**src/rtl/issue_decoder_pkg.sv**
```systemverilog
// Shared decode definitions for the issue stage.
// Opcode constants, op-class enum and decoded field widths.
package issue_decoder_pkg;

    localparam int INST_W = 32;
    localparam int REG_W  = 5;
    localparam int F3_W   = 3;
    localparam int CLS_W  = 4;

    localparam logic [6:0] OPC_LUI    = 7'b0110111;
    localparam logic [6:0] OPC_AUIPC  = 7'b0010111;
    localparam logic [6:0] OPC_JAL    = 7'b1101111;
    localparam logic [6:0] OPC_JALR   = 7'b1100111;
    localparam logic [6:0] OPC_BRANCH = 7'b1100011;
    localparam logic [6:0] OPC_LOAD   = 7'b0000011;
    localparam logic [6:0] OPC_STORE  = 7'b0100011;
    localparam logic [6:0] OPC_OPIMM  = 7'b0010011;
    localparam logic [6:0] OPC_OP     = 7'b0110011;

    typedef enum logic [CLS_W-1:0] {
        CLS_LUI     = 4'd0,
        CLS_AUIPC   = 4'd1,
        CLS_JAL     = 4'd2,
        CLS_JALR    = 4'd3,
        CLS_BRANCH  = 4'd4,
        CLS_LOAD    = 4'd5,
        CLS_STORE   = 4'd6,
        CLS_OPIMM   = 4'd7,
        CLS_OP      = 4'd8,
        CLS_ILLEGAL = 4'd9
    } op_class_e;

    function automatic logic is_mem(input op_class_e c);
        return (c == CLS_LOAD) || (c == CLS_STORE);
    endfunction

endpackage

```
**src/rtl/issue_decoder_rv32i_decode.sv**
```systemverilog
// Pure combinational RV32I field decoder.
// Ports: inst in; cls/rd/rs1/rs2/imm/funct3/f7b5 out.
module rv32i_decode
    import issue_decoder_pkg::*;
#(
    parameter int XLEN = 32
) (
    input  logic [INST_W-1:0] inst,
    output op_class_e         cls,
    output logic [REG_W-1:0]  rd,
    output logic [REG_W-1:0]  rs1,
    output logic [REG_W-1:0]  rs2,
    output logic [XLEN-1:0]   imm,
    output logic [F3_W-1:0]   funct3,
    output logic              f7b5
);

    logic [XLEN-1:0] imm_i;
    logic [XLEN-1:0] imm_s;
    logic [XLEN-1:0] imm_b;
    logic [XLEN-1:0] imm_u;
    logic [XLEN-1:0] imm_j;
    logic [XLEN-1:0] imm_sh;
    logic            is_shift;

    assign imm_i  = {{(XLEN-12){inst[31]}}, inst[31:20]};
    assign imm_s  = {{(XLEN-12){inst[31]}}, inst[31:25], inst[11:7]};
    assign imm_b  = {{(XLEN-12){inst[31]}}, inst[7],
                     inst[30:25], inst[11:8], 1'b0};
    assign imm_u  = {{(XLEN-32){inst[31]}}, inst[31:12], 12'b0};
    assign imm_j  = {{(XLEN-20){inst[31]}}, inst[19:12],
                     inst[20], inst[30:21], 1'b0};
    assign imm_sh = {{(XLEN-5){1'b0}}, inst[24:20]};

    // slli/srli/srai carry a shamt, not a signed immediate
    assign is_shift = (inst[13:12] == 2'b01);

    assign funct3 = inst[14:12];
    assign f7b5   = inst[30];

    always_comb begin
        cls = CLS_ILLEGAL;
        rd  = '0;
        rs1 = '0;
        rs2 = '0;
        imm = '0;
        unique case (inst[6:0])
            OPC_LUI: begin
                cls = CLS_LUI;
                rd  = inst[11:7];
                imm = imm_u;
            end
            OPC_AUIPC: begin
                cls = CLS_AUIPC;
                rd  = inst[11:7];
                imm = imm_u;
            end
            OPC_JAL: begin
                cls = CLS_JAL;
                rd  = inst[11:7];
                imm = imm_j;
            end
            OPC_JALR: begin
                cls = CLS_JALR;
                rd  = inst[11:7];
                rs1 = inst[19:15];
                imm = imm_i;
            end
            OPC_BRANCH: begin
                cls = CLS_BRANCH;
                rs1 = inst[19:15];
                rs2 = inst[24:20];
                imm = imm_b;
            end
            OPC_LOAD: begin
                cls = CLS_LOAD;
                rd  = inst[11:7];
                rs1 = inst[19:15];
                imm = imm_i;
            end
            OPC_STORE: begin
                cls = CLS_STORE;
                rs1 = inst[19:15];
                rs2 = inst[24:20];
                imm = imm_s;
            end
            OPC_OPIMM: begin
                cls = CLS_OPIMM;
                rd  = inst[11:7];
                rs1 = inst[19:15];
                imm = is_shift ? imm_sh : imm_i;
            end
            OPC_OP: begin
                cls = CLS_OP;
                rd  = inst[11:7];
                rs1 = inst[19:15];
                rs2 = inst[24:20];
            end
            default: cls = CLS_ILLEGAL;
        endcase
    end

endmodule

```
**src/rtl/issue_decoder.sv**
```systemverilog
// Issue stage: pops the fetch queue into a one-entry decode register
// and dispatches it to ROB+RS or ROB+LSB; counts dispatched instrs.
module issue_decoder
    import issue_decoder_pkg::*;
#(
    parameter int XLEN  = 32,
    parameter int CNT_W = 32
) (
    input  logic              clk,
    input  logic              rst,
    input  logic              flush,
    input  logic              fq_empty,
    input  logic [INST_W-1:0] fq_inst,
    input  logic [XLEN-1:0]   fq_pc,
    output logic              fq_re,
    input  logic              rob_full,
    input  logic              rs_full,
    input  logic              lsb_full,
    output logic              disp_o,
    output logic              disp_to_lsb_o,
    output logic [CLS_W-1:0]  disp_class_o,
    output logic [XLEN-1:0]   disp_pc_o,
    output logic [REG_W-1:0]  disp_rd_o,
    output logic [REG_W-1:0]  disp_rs1_o,
    output logic [REG_W-1:0]  disp_rs2_o,
    output logic [XLEN-1:0]   disp_imm_o,
    output logic [F3_W-1:0]   disp_funct3_o,
    output logic              disp_f7b5_o,
    output logic [CNT_W-1:0]  issued_cnt_o
);

    op_class_e        dec_cls;
    logic [REG_W-1:0] dec_rd;
    logic [REG_W-1:0] dec_rs1;
    logic [REG_W-1:0] dec_rs2;
    logic [XLEN-1:0]  dec_imm;
    logic [F3_W-1:0]  dec_funct3;
    logic             dec_f7b5;

    rv32i_decode #(.XLEN(XLEN)) u_dec (
        .inst   (fq_inst),
        .cls    (dec_cls),
        .rd     (dec_rd),
        .rs1    (dec_rs1),
        .rs2    (dec_rs2),
        .imm    (dec_imm),
        .funct3 (dec_funct3),
        .f7b5   (dec_f7b5)
    );

    logic      dvalid;
    op_class_e dcls;
    logic      need_lsb;
    logic      res_ok;

    assign need_lsb = is_mem(dcls);
    assign res_ok   = !rob_full &&
                      (need_lsb ? !lsb_full : !rs_full);

    assign disp_o        = dvalid && res_ok && !flush;
    assign disp_to_lsb_o = need_lsb;
    assign disp_class_o  = dcls;

    // Gated by rst so nothing is popped while reset is held.
    assign fq_re = rst && !fq_empty && !flush &&
                   (!dvalid || disp_o);

    always_ff @(posedge clk or negedge rst) begin
        if (!rst) begin
            dvalid        <= 1'b0;
            dcls          <= CLS_LUI;
            disp_pc_o     <= '0;
            disp_rd_o     <= '0;
            disp_rs1_o    <= '0;
            disp_rs2_o    <= '0;
            disp_imm_o    <= '0;
            disp_funct3_o <= '0;
            disp_f7b5_o   <= 1'b0;
        end else if (flush) begin
            dvalid <= 1'b0;
        end else if (fq_re) begin
            dvalid        <= 1'b1;
            dcls          <= dec_cls;
            disp_pc_o     <= fq_pc;
            disp_rd_o     <= dec_rd;
            disp_rs1_o    <= dec_rs1;
            disp_rs2_o    <= dec_rs2;
            disp_imm_o    <= dec_imm;
            disp_funct3_o <= dec_funct3;
            disp_f7b5_o   <= dec_f7b5;
        end else if (disp_o) begin
            dvalid <= 1'b0;
        end
    end

    always_ff @(posedge clk or negedge rst) begin
        if (!rst) begin
            issued_cnt_o <= '0;
        end else if (disp_o) begin
            issued_cnt_o <= issued_cnt_o + CNT_W'(1);
        end
    end

endmodule

```
**config.mk**
```make
export PLATFORM = sky130hd
export DESIGN_NAME = issue_decoder
export DESIGN_NICKNAME = d
export VERILOG_FILES = /design/src/rtl/issue_decoder_pkg.sv /design/src/rtl/issue_decoder_rv32i_decode.sv /design/src/rtl/issue_decoder.sv
export SDC_FILE = /design/constraint.sdc
export NUM_CORES = 1
export LEC_CHECK = 0
export BUFFER_PORTS_ARGS = -buffer_cell sky130_fd_sc_hd__buf_2
export CAP_MARGIN = 5
export CORE_MARGIN = 2
export CORE_UTILIZATION = 35
export CTS_CLUSTER_DIAMETER = 30
export DETAILED_ROUTE_END_ITERATION = 7
export SLEW_MARGIN = 20
export SYNTH_ARGS = -nofsm -noshare
export SYNTH_HDL_FRONTEND = slang
export SYNTH_SLANG_ARGS = --single-unit
export TNS_END_PERCENT = 10
```
**constraint.sdc**
```tcl
create_clock -name clk -period 2.29 [get_ports clk]
set_input_delay 0.3435 -clock clk [delete_from_list [all_inputs] [get_ports clk]]
set_output_delay 0.3435 -clock clk [all_outputs]
set_load 0.05 [all_outputs]
```
== Word level (Yosys, flattened, before mapping) ==
Cells that the tools add are included.

* Input port bits: 71
* Output and inout port bits: 122
* Logic and storage cells: 55
* Register bits after elaboration: 120

* Bitwise logic cells: 1
* Eq/ne operators: 12
* $add $sub $neg: 1
* Multiplexer cells: 10
* Reduce and logical (&&, ||, !) cells: 21

{| class="wikitable"
|+ Operators by type and width
! cell !! number
|-
| $pmux W32 S6 || 1
|-
| $pmux W4 S9 || 1
|-
| $add A32 B1 Y32 const B || 1
|-
| $mux W32 || 1
|-
| $eq A7 B6 Y1 const B || 3
|-
| $eq A7 B7 Y1 const B || 3
|-
| $mux W5 || 3
|-
| $eq A7 B5 Y1 const B || 2
|-
| $eq A4 B3 Y1 const B || 2
|-
| $eq A7 B2 Y1 const B || 1
|-
| $reduce_or A7 Y1 || 1
|-
| $logic_and A1 B1 Y1 || 6
|-
| $logic_not A1 Y1 || 6
|-
| $reduce_or A6 Y1 || 1
|-
| $mux W1 || 4
|-
| $reduce_or A2 Y1 || 2
|-
| $reduce_bool A3 Y1 || 1
|-
| $reduce_or A3 Y1 || 1
|-
| $eq A2 B1 Y1 const B || 1
|-
| $logic_or A1 B1 Y1 || 2
|-
| $reduce_and A2 Y1 || 1
|-
| $not A1 Y1 || 1
|}

== Depth between registers and ports, before layout ==
* Depth in word-level cells: 10
* Mapped depth: 8
* Gate-level depth less buffers: 6

== By module ==
From an unflattened synthesis, not the netlist that was laid out.

* Cell total of the unflattened synthesis: 460
* Area total of the unflattened synthesis: 5,566.6 um^2

{| class="wikitable"
|+ Modules (own cells, without submodules)
! module !! cells an instance !! times used !! area each (um^2) !! seq. area each (um^2)
|-
| issue_decoder || 337 || 1 || 4,778.3 || 3,002.9
|-
| rv32i_decode || 123 || 1 || 788.3 || 0.0
|}

== Worst setup path before layout ==
Ideal clock, no wire load.

* Kind: register -> output
* From: reg dcls[1], in the netlist disp_class_o[1]
* To: out fq_re
* Buffers on the path: 2
* Arrival time: 2.050 ns
* Setup slack: -0.103 ns
* Stages on the path, launching flop included: 7
* Required time: 1.947 ns
* Cells stage by stage: dfrtp_1 xnor2_1 o21ai_1 a32oi_1 inv_2 buf_2 clkbuf_1

* Word-level cells in the longest chain between the ends: 8
* Elaborated cells on any way between the ends: 9
* Classes of those cells: eq/ne: 2; mux: 1; reduce/logical: 6

{| class="wikitable"
|+ RTL lines
! element !! RTL line !! source
|-
| start, declared || issue_decoder.sv:52 || <nowiki>op_class_e dcls;</nowiki>
|-
| start signal, assigned || issue_decoder.sv:83 || <nowiki>dcls <= dec_cls;</nowiki>
|-
| $eq A4 B3 Y1 || issue_decoder_pkg.sv:34 || <nowiki>return (c == CLS_LOAD) || (c == CLS_STORE);</nowiki>
|-
| $logic_or A1 B1 Y1 (*) || issue_decoder_pkg.sv:34 ||
|-
| $mux W1 (*) || issue_decoder.sv:58 || <nowiki>(need_lsb ? !lsb_full : !rs_full);</nowiki>
|-
| $logic_and A1 B1 Y1 (*) || issue_decoder.sv:57 || <nowiki>assign res_ok = !rob_full &&</nowiki>
|-
| $logic_and A1 B1 Y1 (*) (2 in a row) || issue_decoder.sv:60 || <nowiki>assign disp_o = dvalid && res_ok && !flush;</nowiki>
|-
| $logic_or A1 B1 Y1 (*) || issue_decoder.sv:66 || <nowiki>(!dvalid || disp_o);</nowiki>
|-
| $logic_and A1 B1 Y1 (*) || issue_decoder.sv:65 || <nowiki>assign fq_re = rst && !fq_empty && !flush &&</nowiki>
|-
| end, declared || issue_decoder.sv:15 || <nowiki>output logic fq_re,</nowiki>
|}

Mark *: on every way between the ends. The rest lies on a longest branch, timed or not.

== Final worst setup path ==
* From: reg dcls[0], in the netlist disp_class_o[0]
* To: out fq_re

The elaborated chain is that of the path after synthesis.

==> flow_metrics.py <==
metrics = {
    "outcome": {
        "status": "finished clean",
    },
    "power": {
        "ir_drop_v": 0.0004730,
        "switchingPower_mw": 2.237,
        "p_int_mw": 4.432,
        "p_total_mw": 6.669,
        "clkPwrFrac_pct": 40.5,
        "switching_share_pct": 33.54,
        "seq_power_share_pct": 37.1,
        "p_leak_nw": 3.773,
        "power.density_nw_per_um2": 932.0,
        "combPwrFrac_pct": 22.4,
    },
    "sta": {
        "rsz0062_at_grt": "true",
        "slew_headroom_pct": 41.46,
        "timing_hold_violations_final": 0,
        "worst_pin_slew_ns": 0.8781,
        "fin_worst_skew_ns": 0.004688,
        "drv_slew": 0,
        "min_period_ns": 2.204,
        "tns_ns": 0,
        "max_freq_ghz": 0.4538,
        "finalCritPeriodShare_pct": 96.23,
        "setup_viol": 0,
    },
    "final_layout": {
        "drive_above_1_share_pct": 32.56,
        "layout.nets": 840,
        "antennaDiodeCount": 0,
        "area_growth_pct": 34.56,
    },
    "worst_setup_path": {
        "cp_max_fo": 6,
        "slowest_stage": "dfrtp_2",
        "critPathMaxStageDelay_ns": 0.45,
        "end_kind": "output port",
        "r2r-start": "issued_cnt_o[3]",
        "reg2reg_setup_slack_ns": 0.29,
        "crit_arrival_ns": 1.86,
        "required_ns": 1.95,
        "crit_chain": "xnor2_2 > o21ai_2 > a32oi_4 > inv_2 > buf_4",
        "ff2ff_path_depth": 5,
        "critPathKind": "flop to output port",
        "timing.critical_path.from_type": "flop",
        "r2r-end": "issued_cnt_o[24]",
    },
    "placement": {
        "finalWeightedCongestion": 0.8612,
        "dpl.hpwl_um": 10710,
        "port_buffers": 192,
    },
    "synthesis": {
        "yosysTopAreaCellShare_pct": 56.47,
        "yosys-top-cells-area": "dfrtp_1, nand2_1, xnor2_1",
        "syn_nets": 643,
        "ys_warn_count": 0,
        "synth_ff_type": "dfrtp_1",
        "async_flop_share_pct": 100.0,
        "synth_seq_area_share_pct": 56.47,
        "syn_inst": 571,
        "synth_edf_count": 0,
        "yosysMostFrequentCell": "nand2_1",
        "avgSynthCellArea_um2": 9.313,
        "ys_seq_elements": 120,
        "syn_area_um2": 5318,
        "synth_commonest_cells": "nand2_1, dfrtp_1, nand3_1, nor2_1, xnor2_1",
        "synth_largest_area_cell": "dfrtp_1",
        "ys_types": 51,
    },
    "clocking": {
        "path_clk_slew_ns": 0.05,
        "root_buffer": "clkbuf_16",
        "cts.sinks": 120,
        "cts_buffers": 17,
        "clock_latency_ns": 0.41,
        "tritoncts": "done",
        "clockBufferDepth": 2,
        "h-tree-depth": 4,
    },
    "drt": {
        "dr_total_vias": 4864,
        "via_per_inst": 5.025,
        "drc_errors": 0,
        "wl_per_cell_um": 15.27,
        "drtIter0Drc": 264,
        "firstDrtPassIters": 5,
        "wl_um": 14780,
        "postRouteAntennaNets": 0,
    },
    "global_routing": {
        "antenna_found_initial": 0,
        "grt_start_max_net_pins": 71,
        "grt_pass1_wl_um": 23870,
        "grt_pass1_vias": 4741,
        "grt_use_total_pct": 18.69,
        "grt-ovfl-total": 0,
    },
    "worst_hold_path": {
        "min_path_type": "primary input to asynchronous set/reset pin",
    },
    "job": {
        "maxCapViolations": 0,
    },
    "floorplanning": {
        "core_area_um2": 15030,
        "fp.dieArea_um2": 16200,
        "initial_utilization_pct": 35.37,
        "io_pins": 193,
        "row_count": 45,
        "die_y_um": 127.3,
        "fp.dieW_um": 127.3,
    },
}
-- routing by layer --
metal  vias to the layer above  track usage [%]  routed length, um
li1                       2307                -                  -
met1                      2322            24.92               6572
met2                       209            28.31               6656
met3                        26            5.863               1234
met4                         0            7.757                315
met5                         -                0                  0
-- cell usage in the layout (no fill, tap or decap), types with 8 or more instances in the layout --
master,Yosys,routed
a21oi_1,9,9
a22oi_1,8,8
a31oi_1,13,13
buf_2,10,190
buf_4,0,14
clkbuf_16,0,17
dfrtp_1,120,119
nand2_1,196,196
nand3_1,37,36
nand4_1,12,12
nor2_1,36,36
o21ai_1,11,10
xnor2_1,29,28
-- layout make-up --
type | count | area [um2]
inverters | 4 | 15.01
well taps | 188 | 235.2
repair buffers | 205 | 1076
fillers | 1448 | 7878
clock inverters | 7 | 90.09
multi-input cells | 420 | 2223
clock buffers | 24 | 511.7
flip-flops and latches | 120 | 3004
-- metrics by stage --
step                cell area (um2)  worst slack (ns)  hold WS (ns)  utilization, %  std cells
floorplan                      5319            0.1161       0.04791               -        571
global placement               6524            0.3135        0.4457           43.40        937
detailed placement             6524            0.2580        0.4509           43.40        937
CTS                            7136          -0.01014        0.1056           47.47        968
global route                   7156          -0.03829        0.1189           47.60        968
finish                         7156           0.08625       0.07827           47.60        968
-- cell families after synthesis --
family	share of synthesized area (%)
flops	56.47
simple gates	26.87
mux	0.2117
buf+inv	2.565
xor+xnor	5.435
compound gates	8.212
fa+ha+maj	0.2353
-- flip-flops by register name, indices dropped and copies added (netlist names) --
name,cells
disp_pc_o,32
disp_funct3_o,3
disp_rd_o,5
disp_class_o,4
disp_f7b5_o,1
issued_cnt_o,32
disp_rs2_o,5
dvalid,1
disp_rs1_o,5
disp_imm_o,32
-- power groups by stage --
stage	clock network (mW)	registers, mW	logic, mW
after floorplan	0	3.25	0.286
after global placement	0	2.50	1.49
after detailed placement	0	2.51	1.51
after CTS	2.77	2.48	1.51
after global routing	2.86	2.50	1.60
final	2.70	2.48	1.49
-- worst max-delay path, delay by kind of cell (launching register included) --
family / cells / cell delay, ns
compound gates: 2 / 0.37
flops: 1 / 0.45
buf+inv: 2 / 0.36
xor+xnor: 1 / 0.26
-- how the worst max path moves through the flow --
stage          cells after the start  slack, ns                to             from
6_report                           5       0.09             fq_re  disp_class_o[0]
5_1_grt                            5      -0.04            disp_o  disp_class_o[3]
4_1_cts                            5      -0.01             fq_re  disp_class_o[1]
3_5_place_dp                       7       0.26      disp_rd_o[3]  disp_class_o[1]
3_3_place_gp                       7       0.31     disp_rs2_o[4]  disp_class_o[1]
2_1_floorplan                      5       0.12  issued_cnt_o[24]  issued_cnt_o[3]
-- what timing repair did --
item	in CTS	in global routing
endpoints found under the hold margin	0	0
hold buffers	0	0
buffers inserted	0	0
gates resized for setup	2	5
endpoints found under the setup margin	2	2
pin swaps	0	2
Note: power is estimated with default switching activity, not from simulation.
